<file path="src/rtl/reservation_station_pkg.sv">
// Shared sizing, entry layout and operand capture/wakeup helpers for the reservation station.
// Optional feature macro RS_AGE_SELECT_EN adds a per-entry age field for oldest-first issue.
package reservation_station_pkg;

  localparam int unsigned RS_DEPTH  = 8;
  localparam int unsigned TAG_W     = 5;
  localparam int unsigned REG_IDX_W = 5;
  localparam int unsigned PAYLOAD_W = 64;
  localparam int unsigned IDX_W     = $clog2(RS_DEPTH);
  localparam int unsigned CNT_W     = IDX_W + 1;

  // One source operand: ROB tag, ready bit, and whether the value comes from the ROB.
  typedef struct packed {
    logic [TAG_W-1:0] tag;
    logic             ready;
    logic             from_rob;
  } tag_packet_t;

  typedef struct packed {
    logic                 valid;
    logic [TAG_W-1:0]     rob_tag;
    tag_packet_t          rs1;
    tag_packet_t          rs2;
`ifdef RS_AGE_SELECT_EN
    logic [IDX_W-1:0]     age;
`endif
    logic [PAYLOAD_W-1:0] payload;
  } rs_entry_t;

  // Capture a map-table result; a same-cycle CDB hit on the tag counts as ready.
  function automatic tag_packet_t capture_operand(input logic             tag_valid,
                                                  input logic             rob_ready,
                                                  input logic [TAG_W-1:0] tag,
                                                  input logic             cdb_valid,
                                                  input logic [TAG_W-1:0] cdb_tag);
    tag_packet_t op;
    op.tag      = tag_valid ? tag : '0;
    op.from_rob = tag_valid;
    op.ready    = !tag_valid || rob_ready || (cdb_valid && (cdb_tag == tag));
    return op;
  endfunction

  function automatic tag_packet_t wake_operand(input tag_packet_t      op,
                                               input logic             cdb_valid,
                                               input logic [TAG_W-1:0] cdb_tag);
    tag_packet_t woken;
    woken = op;
    if (!op.ready && cdb_valid && (op.tag == cdb_tag)) woken.ready = 1'b1;
    return woken;
  endfunction

endpackage

</file>
<file path="src/rtl/reservation_station_psel.sv">
// Lowest-index priority selector: one-hot grant, encoded index and any-request flag.
module reservation_station_psel #(
  parameter int unsigned N = 8,
  localparam int unsigned IW = (N > 1) ? $clog2(N) : 1
) (
  input  logic [N-1:0]  req,
  output logic [N-1:0]  gnt_c,
  output logic [IW-1:0] idx_c,
  output logic          any_c
);

  always_comb begin
    logic found;
    found = 1'b0;
    gnt_c = '0;
    idx_c = '0;
    for (int unsigned i = 0; i < N; i++) begin
      if (req[i] && !found) begin
        gnt_c[i] = 1'b1;
        idx_c    = IW'(i);
        found    = 1'b1;
      end
    end
    any_c = found;
  end

endmodule

</file>
<file path="src/rtl/reservation_station.sv">
// Unified reservation station: dispatch capture, CDB wakeup and single-issue select to the FU.
// RS_AGE_SELECT_EN selects the oldest ready entry instead of the lowest-index one.
module reservation_station
  import reservation_station_pkg::*;
(
  input  logic                 clock,
  input  logic                 reset,
  input  logic                 squash,
  input  logic                 disp_valid,
  output logic                 disp_ready,
  input  logic [REG_IDX_W-1:0] disp_rs1_idx,
  input  logic [REG_IDX_W-1:0] disp_rs2_idx,
  input  logic [REG_IDX_W-1:0] disp_dest_idx,
  input  logic                 disp_dest_valid,
  input  logic [TAG_W-1:0]     disp_rob_tag,
  input  logic [PAYLOAD_W-1:0] disp_payload,
  output logic [REG_IDX_W-1:0] mt_rs1_idx,
  output logic [REG_IDX_W-1:0] mt_rs2_idx,
  output logic [REG_IDX_W-1:0] mt_dest_idx,
  output logic                 mt_dest_tag_valid,
  output logic [TAG_W-1:0]     mt_dest_tag,
  output logic                 mt_stall,
  input  logic                 mt_rs1_tag_valid,
  input  logic                 mt_rs1_ready,
  input  logic                 mt_rs2_tag_valid,
  input  logic                 mt_rs2_ready,
  input  logic [TAG_W-1:0]     mt_rs1_tag,
  input  logic [TAG_W-1:0]     mt_rs2_tag,
  input  logic                 cdb_valid,
  input  logic [TAG_W-1:0]     cdb_tag,
  output logic                 iss_valid,
  input  logic                 iss_ready,
  output logic [TAG_W-1:0]     iss_rob_tag,
  output logic [TAG_W-1:0]     iss_rs1_tag,
  output logic [TAG_W-1:0]     iss_rs2_tag,
  output logic                 iss_rs1_from_rob,
  output logic                 iss_rs2_from_rob,
  output logic [PAYLOAD_W-1:0] iss_payload,
  output logic [CNT_W-1:0]     free_count
);

  rs_entry_t            entries [RS_DEPTH];
  logic [CNT_W-1:0]     free_cnt_q;
  logic [RS_DEPTH-1:0]  free_vec;
  logic [RS_DEPTH-1:0]  ready_vec;
  logic [RS_DEPTH-1:0]  sel_req;
  logic [RS_DEPTH-1:0]  alloc_gnt;
  logic [IDX_W-1:0]     alloc_idx_unused;
  logic                 alloc_any;
  logic [RS_DEPTH-1:0]  iss_gnt;
  logic [IDX_W-1:0]     iss_idx;
  logic                 iss_any;
  logic                 accept;
  logic                 fire;
  rs_entry_t            new_entry;
  rs_entry_t            sel_entry;

  assign free_count = free_cnt_q;
  assign disp_ready = (free_cnt_q != '0);
  // Squash (and reset) block the map-table write so it never sees a dropped dispatch.
  assign accept     = disp_valid && disp_ready && alloc_any && !squash && !reset;
  assign fire       = iss_any && iss_ready;

  assign mt_rs1_idx        = disp_rs1_idx;
  assign mt_rs2_idx        = disp_rs2_idx;
  assign mt_dest_idx       = disp_dest_idx;
  assign mt_dest_tag       = disp_rob_tag;
  assign mt_dest_tag_valid = accept && disp_dest_valid;
  assign mt_stall          = !accept;

  always_comb begin
    for (int unsigned i = 0; i < RS_DEPTH; i++) begin
      free_vec[i]  = !entries[i].valid;
      ready_vec[i] = entries[i].valid && entries[i].rs1.ready && entries[i].rs2.ready;
    end
  end

`ifdef RS_AGE_SELECT_EN
  // Restrict the select to ready entries carrying the maximum age; psel breaks ties low.
  always_comb begin
    logic [IDX_W-1:0] max_age;
    max_age = '0;
    sel_req = '0;
    for (int unsigned i = 0; i < RS_DEPTH; i++) begin
      if (ready_vec[i] && (entries[i].age > max_age)) max_age = entries[i].age;
    end
    for (int unsigned i = 0; i < RS_DEPTH; i++) begin
      sel_req[i] = ready_vec[i] && (entries[i].age == max_age);
    end
  end
`else
  assign sel_req = ready_vec;
`endif

  reservation_station_psel #(.N(RS_DEPTH)) u_alloc_sel (
    .req   (free_vec),
    .gnt_c (alloc_gnt),
    .idx_c (alloc_idx_unused),
    .any_c (alloc_any)
  );

  reservation_station_psel #(.N(RS_DEPTH)) u_issue_sel (
    .req   (sel_req),
    .gnt_c (iss_gnt),
    .idx_c (iss_idx),
    .any_c (iss_any)
  );

  always_comb begin
    new_entry         = '0;
    new_entry.valid   = 1'b1;
    new_entry.rob_tag = disp_rob_tag;
    new_entry.payload = disp_payload;
    new_entry.rs1     = capture_operand(mt_rs1_tag_valid, mt_rs1_ready, mt_rs1_tag, cdb_valid, cdb_tag);
    new_entry.rs2     = capture_operand(mt_rs2_tag_valid, mt_rs2_ready, mt_rs2_tag, cdb_valid, cdb_tag);
  end

  assign sel_entry = entries[iss_idx];

  // Issue bus is zero whenever nothing is selected.
  always_comb begin
    iss_valid        = iss_any;
    iss_rob_tag      = '0;
    iss_rs1_tag      = '0;
    iss_rs2_tag      = '0;
    iss_rs1_from_rob = 1'b0;
    iss_rs2_from_rob = 1'b0;
    iss_payload      = '0;
    if (iss_any) begin
      iss_rob_tag      = sel_entry.rob_tag;
      iss_rs1_tag      = sel_entry.rs1.tag;
      iss_rs2_tag      = sel_entry.rs2.tag;
      iss_rs1_from_rob = sel_entry.rs1.from_rob;
      iss_rs2_from_rob = sel_entry.rs2.from_rob;
      iss_payload      = sel_entry.payload;
    end
  end

  always_ff @(posedge clock) begin
    if (reset || squash) begin
      for (int unsigned i = 0; i < RS_DEPTH; i++) entries[i] <= '0;
      free_cnt_q <= CNT_W'(RS_DEPTH);
    end else begin
      for (int unsigned i = 0; i < RS_DEPTH; i++) begin
        if (accept && alloc_gnt[i]) begin
          entries[i] <= new_entry;
        end else if (fire && iss_gnt[i]) begin
          entries[i].valid <= 1'b0;
        end else if (entries[i].valid) begin
          entries[i].rs1 <= wake_operand(entries[i].rs1, cdb_valid, cdb_tag);
          entries[i].rs2 <= wake_operand(entries[i].rs2, cdb_valid, cdb_tag);
`ifdef RS_AGE_SELECT_EN
          if (accept && (entries[i].age != '1)) entries[i].age <= entries[i].age + IDX_W'(1);
`endif
        end
      end
      free_cnt_q <= free_cnt_q - CNT_W'(accept) + CNT_W'(fire);
    end
  end

endmodule

</file>
<file path="config.mk">
export PLATFORM = sky130hd
export DESIGN_NAME = reservation_station
export DESIGN_NICKNAME = d
export VERILOG_FILES = /design/src/rtl/reservation_station_pkg.sv /design/src/rtl/reservation_station_psel.sv /design/src/rtl/reservation_station.sv
export SDC_FILE = /design/constraint.sdc
export NUM_CORES = 1
export LEC_CHECK = 0
export CAP_MARGIN = 25
export CORE_ASPECT_RATIO = 2
export CORE_MARGIN = 2
export CORE_UTILIZATION = 55
export CTS_BUF_LIST = sky130_fd_sc_hd__clkbuf_16
export DETAILED_ROUTE_END_ITERATION = 8
export PLACE_DENSITY = 0.75
export SLEW_MARGIN = 20
export SYNTH_ARGS = -nofsm -noshare
export SYNTH_HDL_FRONTEND = slang
export SYNTH_SLANG_ARGS = --single-unit
</file>
<file path="constraint.sdc">
create_clock -name clock -period 6.05 [get_ports clock]
set_input_delay 1.815 -clock clock [delete_from_list [all_inputs] [get_ports clock]]
set_output_delay 1.815 -clock clock [all_outputs]
set_load 0.05 [all_outputs]
</file>
Yosys cells after proc, flatten, opt, wreduce, memory -nomap -nowiden
Memories as Yosys holds them, arrays and structs flattened.
Cells that the tools add are included.
{"block": "totals", "regBits": 4, "ram_bits": 672, "out_inout_bits": 109, "word_cells": 442, "mem_count": 1}
{"block": "classes", "addsub": 2, "n_eq_ne": 18, "muxes": 255, "n_bitwise": 32, "reduce_logical": 133}
{"name": "entries", "depth": 8, "word_bits": 84, "rd": 9, "rd_clocked_by_memory_dff": 0, "wr": 8, "line": "reservation_station.sv:42", "rtl": "rs_entry_t entries [RS_DEPTH];"}
{"operator": "$mux 84", "count": 8}
{"operator": "$mux 1", "count": 219}
{"operator": "$mux 7", "count": 16}
{"operator": "$eq 5x5->1", "count": 18}
{"operator": "$logic_and 1x1->1", "count": 86}
{"operator": "$mux 64", "count": 1}
{"operator": "$logic_not 1->1", "count": 41}
{"operator": "$or 1x1->1", "count": 32}
{"operator": "$mux 5", "count": 5}
{"operator": "$mux 3", "count": 4}
{"operator": "$logic_or 1x1->1", "count": 5}
{"operator": "$add 4x1->4", "count": 1}
{"operator": "$mux 2", "count": 2}
{"operator": "$reduce_bool 4->1", "count": 1}
{"operator": "$sub 4x1->4", "count": 1}

Logic depth before layout (Yosys ltp)
An unclocked memory read counts as a cell.
{"block": "depth", "ltp_word": 32, "depth_mapped": 13, "mapped_depth_nobuf": 12}

Modules after synthesis
A second synthesis with hierarchy kept.
{"block": "unflattened", "hier_cells": 2106, "hier_area_um2": 32160.8}
{"module": "reservation_station", "n_inst": 1, "cells_each": 2062, "area_per_inst_um2": 31860.6, "seq_area_each_um2": 20259.4}
{"module": "reservation_station_psel", "n_inst": 2, "cells_each": 22, "area_per_inst_um2": 150.1, "seq_area_each_um2": 0.0}

Least setup slack after synthesis
OpenSTA, ideal clock, no wires.
{"block": "synth_path", "path_kind": "input -> register", "startpoint": "input port squash", "endpoint": "memory entries[5][0] (netlist bit), enable pin", "setup_time_ns": 0.429, "arrival_time_ns": 4.786, "slack_ns": 0.835, "path_stages": 8, "path_buffers": 2, "path_cell_list": "nor2_4 nand3_1 a31oi_2 nand2_1 or4b_1 buf_2 buf_1 nand2_1"}
{"item": "from (decl)", "line": "reservation_station.sv:8", "rtl": "input logic squash,"}
{"item": "to (decl)", "line": "reservation_station.sv:42"}

==> impl_metrics.py <==
metrics = {
    "synth": {
        "async_flop_share_pct": 0,
        "synthAdderAreaFrac_pct": 0.266,
        "ys_warn_count": 0,
        "synth_area_leader_cell": "edfxtp_1",
        "synthMuxAreaShare_pct": 2.75,
        "netlist_area_sq_um": 31000,
        "syn_inst": 2322,
        "synth_nets": 2438,
        "avgSynthCellArea_sq_um": 13.3,
        "synth_ff_type": "edfxtp_1",
        "synth.top_cells.by_area": "edfxtp_1 65%, and2_1 10%, mux2i_1 2.7%, a221o_1 2.6%, a22o_1 2.3%",
        "synthXorXnorAreaFrac_pct": 2.60,
        "synth_sequential_area_ratio_pct": 65.4,
        "yosysTopAreaCellShare_pct": 65.1,
        "synth_top_family_by_area": "simple AND/OR/NAND/NOR gates",
        "synth_compound_area_share_pct": 11.6,
        "synth_seq_cells": 676,
        "synth-edff-count": 672,
        "synth-simple-area-share_pct": 14.3,
        "ys_types": 53,
    },
    "clock_tree": {
        "cts_setup_buffers": 0,
        "clockBufferDepth": 3,
        "cts_resized": 0,
        "cts_made_buffers": 56,
        "clock-sinks": 676,
        "clk_pin_slew_ns": 0.07,
        "root_buffer": "clkbuf_16",
        "clk_latency_ns": 0.63,
        "cts_tree": "built",
        "cts_hold_buffers": 0,
        "cts_max_level": 2,
    },
    "timing": {
        "clock_skew_ns": 0.0188,
        "slew_headroom_pct": 25.8,
        "maxSlewViolCount": 0,
        "setup_tns_ns": 0,
        "hold_viol_final": 0,
        "fin_ws_ns": 0.147,
        "period_share_pct": 97.6,
        "hold-worst-slack_ns": 0.611,
        "setup_viol_count_final": 0,
        "tightest_slew_ns": 1.10,
        "rsz0062_at_grt": "false",
        "fin_crit_ns": 5.90,
        "fmax_mhz": 169,
    },
    "setup_path": {
        "rrSetupSlack_ns": 2.59,
        "cp-end-kind": "primary output",
        "path_cells": "and3_1, nor4_1, a311oi_4, buf_12, a221oi_1, a21oi_1, a221o_1, clkdlybuf4s50_1",
        "start_kind": "flop",
        "critPathRequiredTime_ns": 4.24,
        "worst_path_largest_cell_delay_ns": 0.75,
        "cp.buffers_inverters": 2,
        "crit_family": "buffers and inverters",
        "critical_path_class": "reg -> out",
        "critPathMaxFanout": 74,
        "arrival_ns": 4.09,
        "cp_slowest_cell": "clkdlybuf4s50_1",
    },
    "drt": {
        "detail-route-antenna-nets": 0,
        "wl_um": 84700,
        "vias_per_cell": 6.25,
        "wl_per_cell_um": 26.2,
        "drc_errors": 0,
        "wl_met2_um": 45400,
        "drt_pass1_iterations": 5,
        "maxUsedRoutingLayer": "met4",
        "wl_met3_um": 5160,
        "vias": 20183,
        "wl_met1_um": 29000,
        "initialDrtViolationCount": 1932,
    },
    "hold_path": {
        "hold_path.class": "reg -> reg",
    },
    "power_and_ir_drop": {
        "power_density_nw_per_um2": 281,
        "power_uw": 9990,
        "ir_drop_mv": 0.236,
        "leakage_uw": 0.0132,
    },
    "floorplan": {
        "initial_utilization_pct": 55.3,
        "ios": 219,
        "core-area_sq_um": 56000,
        "rows": 123,
        "die_y_um": 340,
        "die_area_sq_um": 58400,
        "die_w_um": 172,
    },
    "grt": {
        "overflow": 0,
        "grt_max_degree": 164,
        "grt_antenna_before_repair": 8,
        "grt_pass1_wl_um": 127000,
        "grt_pass1_vias": 21310,
        "grt.total_usage_pct": 29.3,
    },
    "placement": {
        "portBuffers": 188,
        "gp_congestion": 0.949,
        "dp_cells": 3113,
        "dp_slack_ns": 0.799,
        "dpl.hpwl_um": 51600,
    },
    "cells_and_area": {
        "nNetsFinal": 2540,
        "fin_cells": 3228,
        "syn_to_final_growth_pct": 14.7,
        "drive_gt1_share_pct": 7.98,
    },
    "run_status": {
        "status": "completed",
    },
    "run": {
        "drv_cap": 0,
    },
}
-- logic make-up after synthesis --
kind of cell,after synthesis
buffers and inverters,225
AOI/OAI and AO/OA,448
xor gates and xnor gates,92
and+or+nand+nor,790
adders and majority gates,6
muxes,85
DFF,676
-- synthesized netlist by cell type (2+ instances only) --
cell type and instances:
a221oi_1 70, a31oi_1 14, ha_1 5, xor2_1 72, a21o_1 2, buf_4 20, mux2i_1 83, a221oi_2 10
nor4_1 19, and3_1 12, o21ai_0 3, inv_2 4, a22o_1 80, a21oi_1 82, o21ai_1 3, dfxtp_1 4
nand3_1 25, a22oi_1 80, o22ai_1 10, a221o_1 80, nor3_1 3, edfxtp_1 672, and2_1 510, inv_1 18
buf_2 30, nand2_1 43, o32ai_1 2, a211oi_1 4, xnor2_1 20, or2_2 3, clkbuf_1 139, buf_1 12
nor2_1 160, or3_1 2, nand4_1 4, buf_6 2, a311oi_1 4
-- state kept, by name (all words and copies together), names as in the netlist --
signal      cells
entries       672
free_count      4
-- cell usage in the layout, fill, tap and decap left out, types with 5 or more instances in the layout --
cell type / instances
a221o_1: 80
nor2_1: 158
xnor2_1: 20
a31oi_1: 14
nand3_1: 25
a22oi_1: 80
a21oi_1: 82
clkbuf_16: 57
buf_12: 18
nor4_1: 17
edfxtp_1: 672
o22ai_1: 10
inv_2: 6
mux2i_1: 83
a221oi_1: 70
and2_1: 510
buf_4: 53
diode_2: 9
ha_1: 5
inv_1: 21
xor2_1: 72
nand2_4: 7
a221oi_2: 10
and3_1: 12
nand2_1: 36
clkdlybuf4s50_1: 172
bufinv_16: 7
a22o_1: 80
clkinv_1: 16
clkinv_2: 13
-- area by class of cell --
class	instances	area, sq um
fillers	4186	20500
multi-input cells	1421	9910
repair buffers	247	2520
well taps	750	938
diodes	9	22.5
clock inverters	46	392
clock buffers	57	1430
inverters	22	85.1
flip-flops and latches	676	20300
-- report_power, final --
| group | switching [uW] | internal (uW) | leakage (uW) |
|---|---|---|---|
| logic | 560 | 266 | 0.00485 |
| registers | 96.4 | 5410 | 0.00747 |
| clock network | 1660 | 2000 | 0.000916 |
| total | 2320 | 7680 | 0.0132 |
-- metrics by stage --
stage	util [%]	instance area [sq um]
final	63.5	35600
after detailed placement	60.1	33700
after floorplan	-	31000
after global routing	63.5	35500
after global placement	60.1	33700
after CTS	63.4	35500
-- metal layers --
layer / track usage [%] / vias up
met2: 53.0 / 863
met5: 0 / -
met4: 18.3 / 0
met1: 31.8 / 10192
li1: - / 8890
met3: 4.10 / 238
-- worst register-to-register path: cells and delay by family, from the launching register on --
| family | cells | cell delay [ns] |
|---|---|---|
| simple gates | 5 | 1.57 |
| buf+inv | 3 | 0.89 |
| flops | 1 | 0.33 |
| compound gates | 1 | 0.33 |
| fa+ha+maj | 1 | 0.18 |
-- worst paths after layout --
| path | startpoint | end | depth (start not counted) |
|---|---|---|---|
| max | entries[0][83] | iss_payload[52] | 8 |
| min | entries[1][72] | entries[1][72] | 2 |
| max reg2reg | free_count[2] | entries[5][9] | 10 |
| min reg2reg | entries[1][72] | entries[1][72] | 2 |
Note: power is estimated with default switching activity, not from simulation.
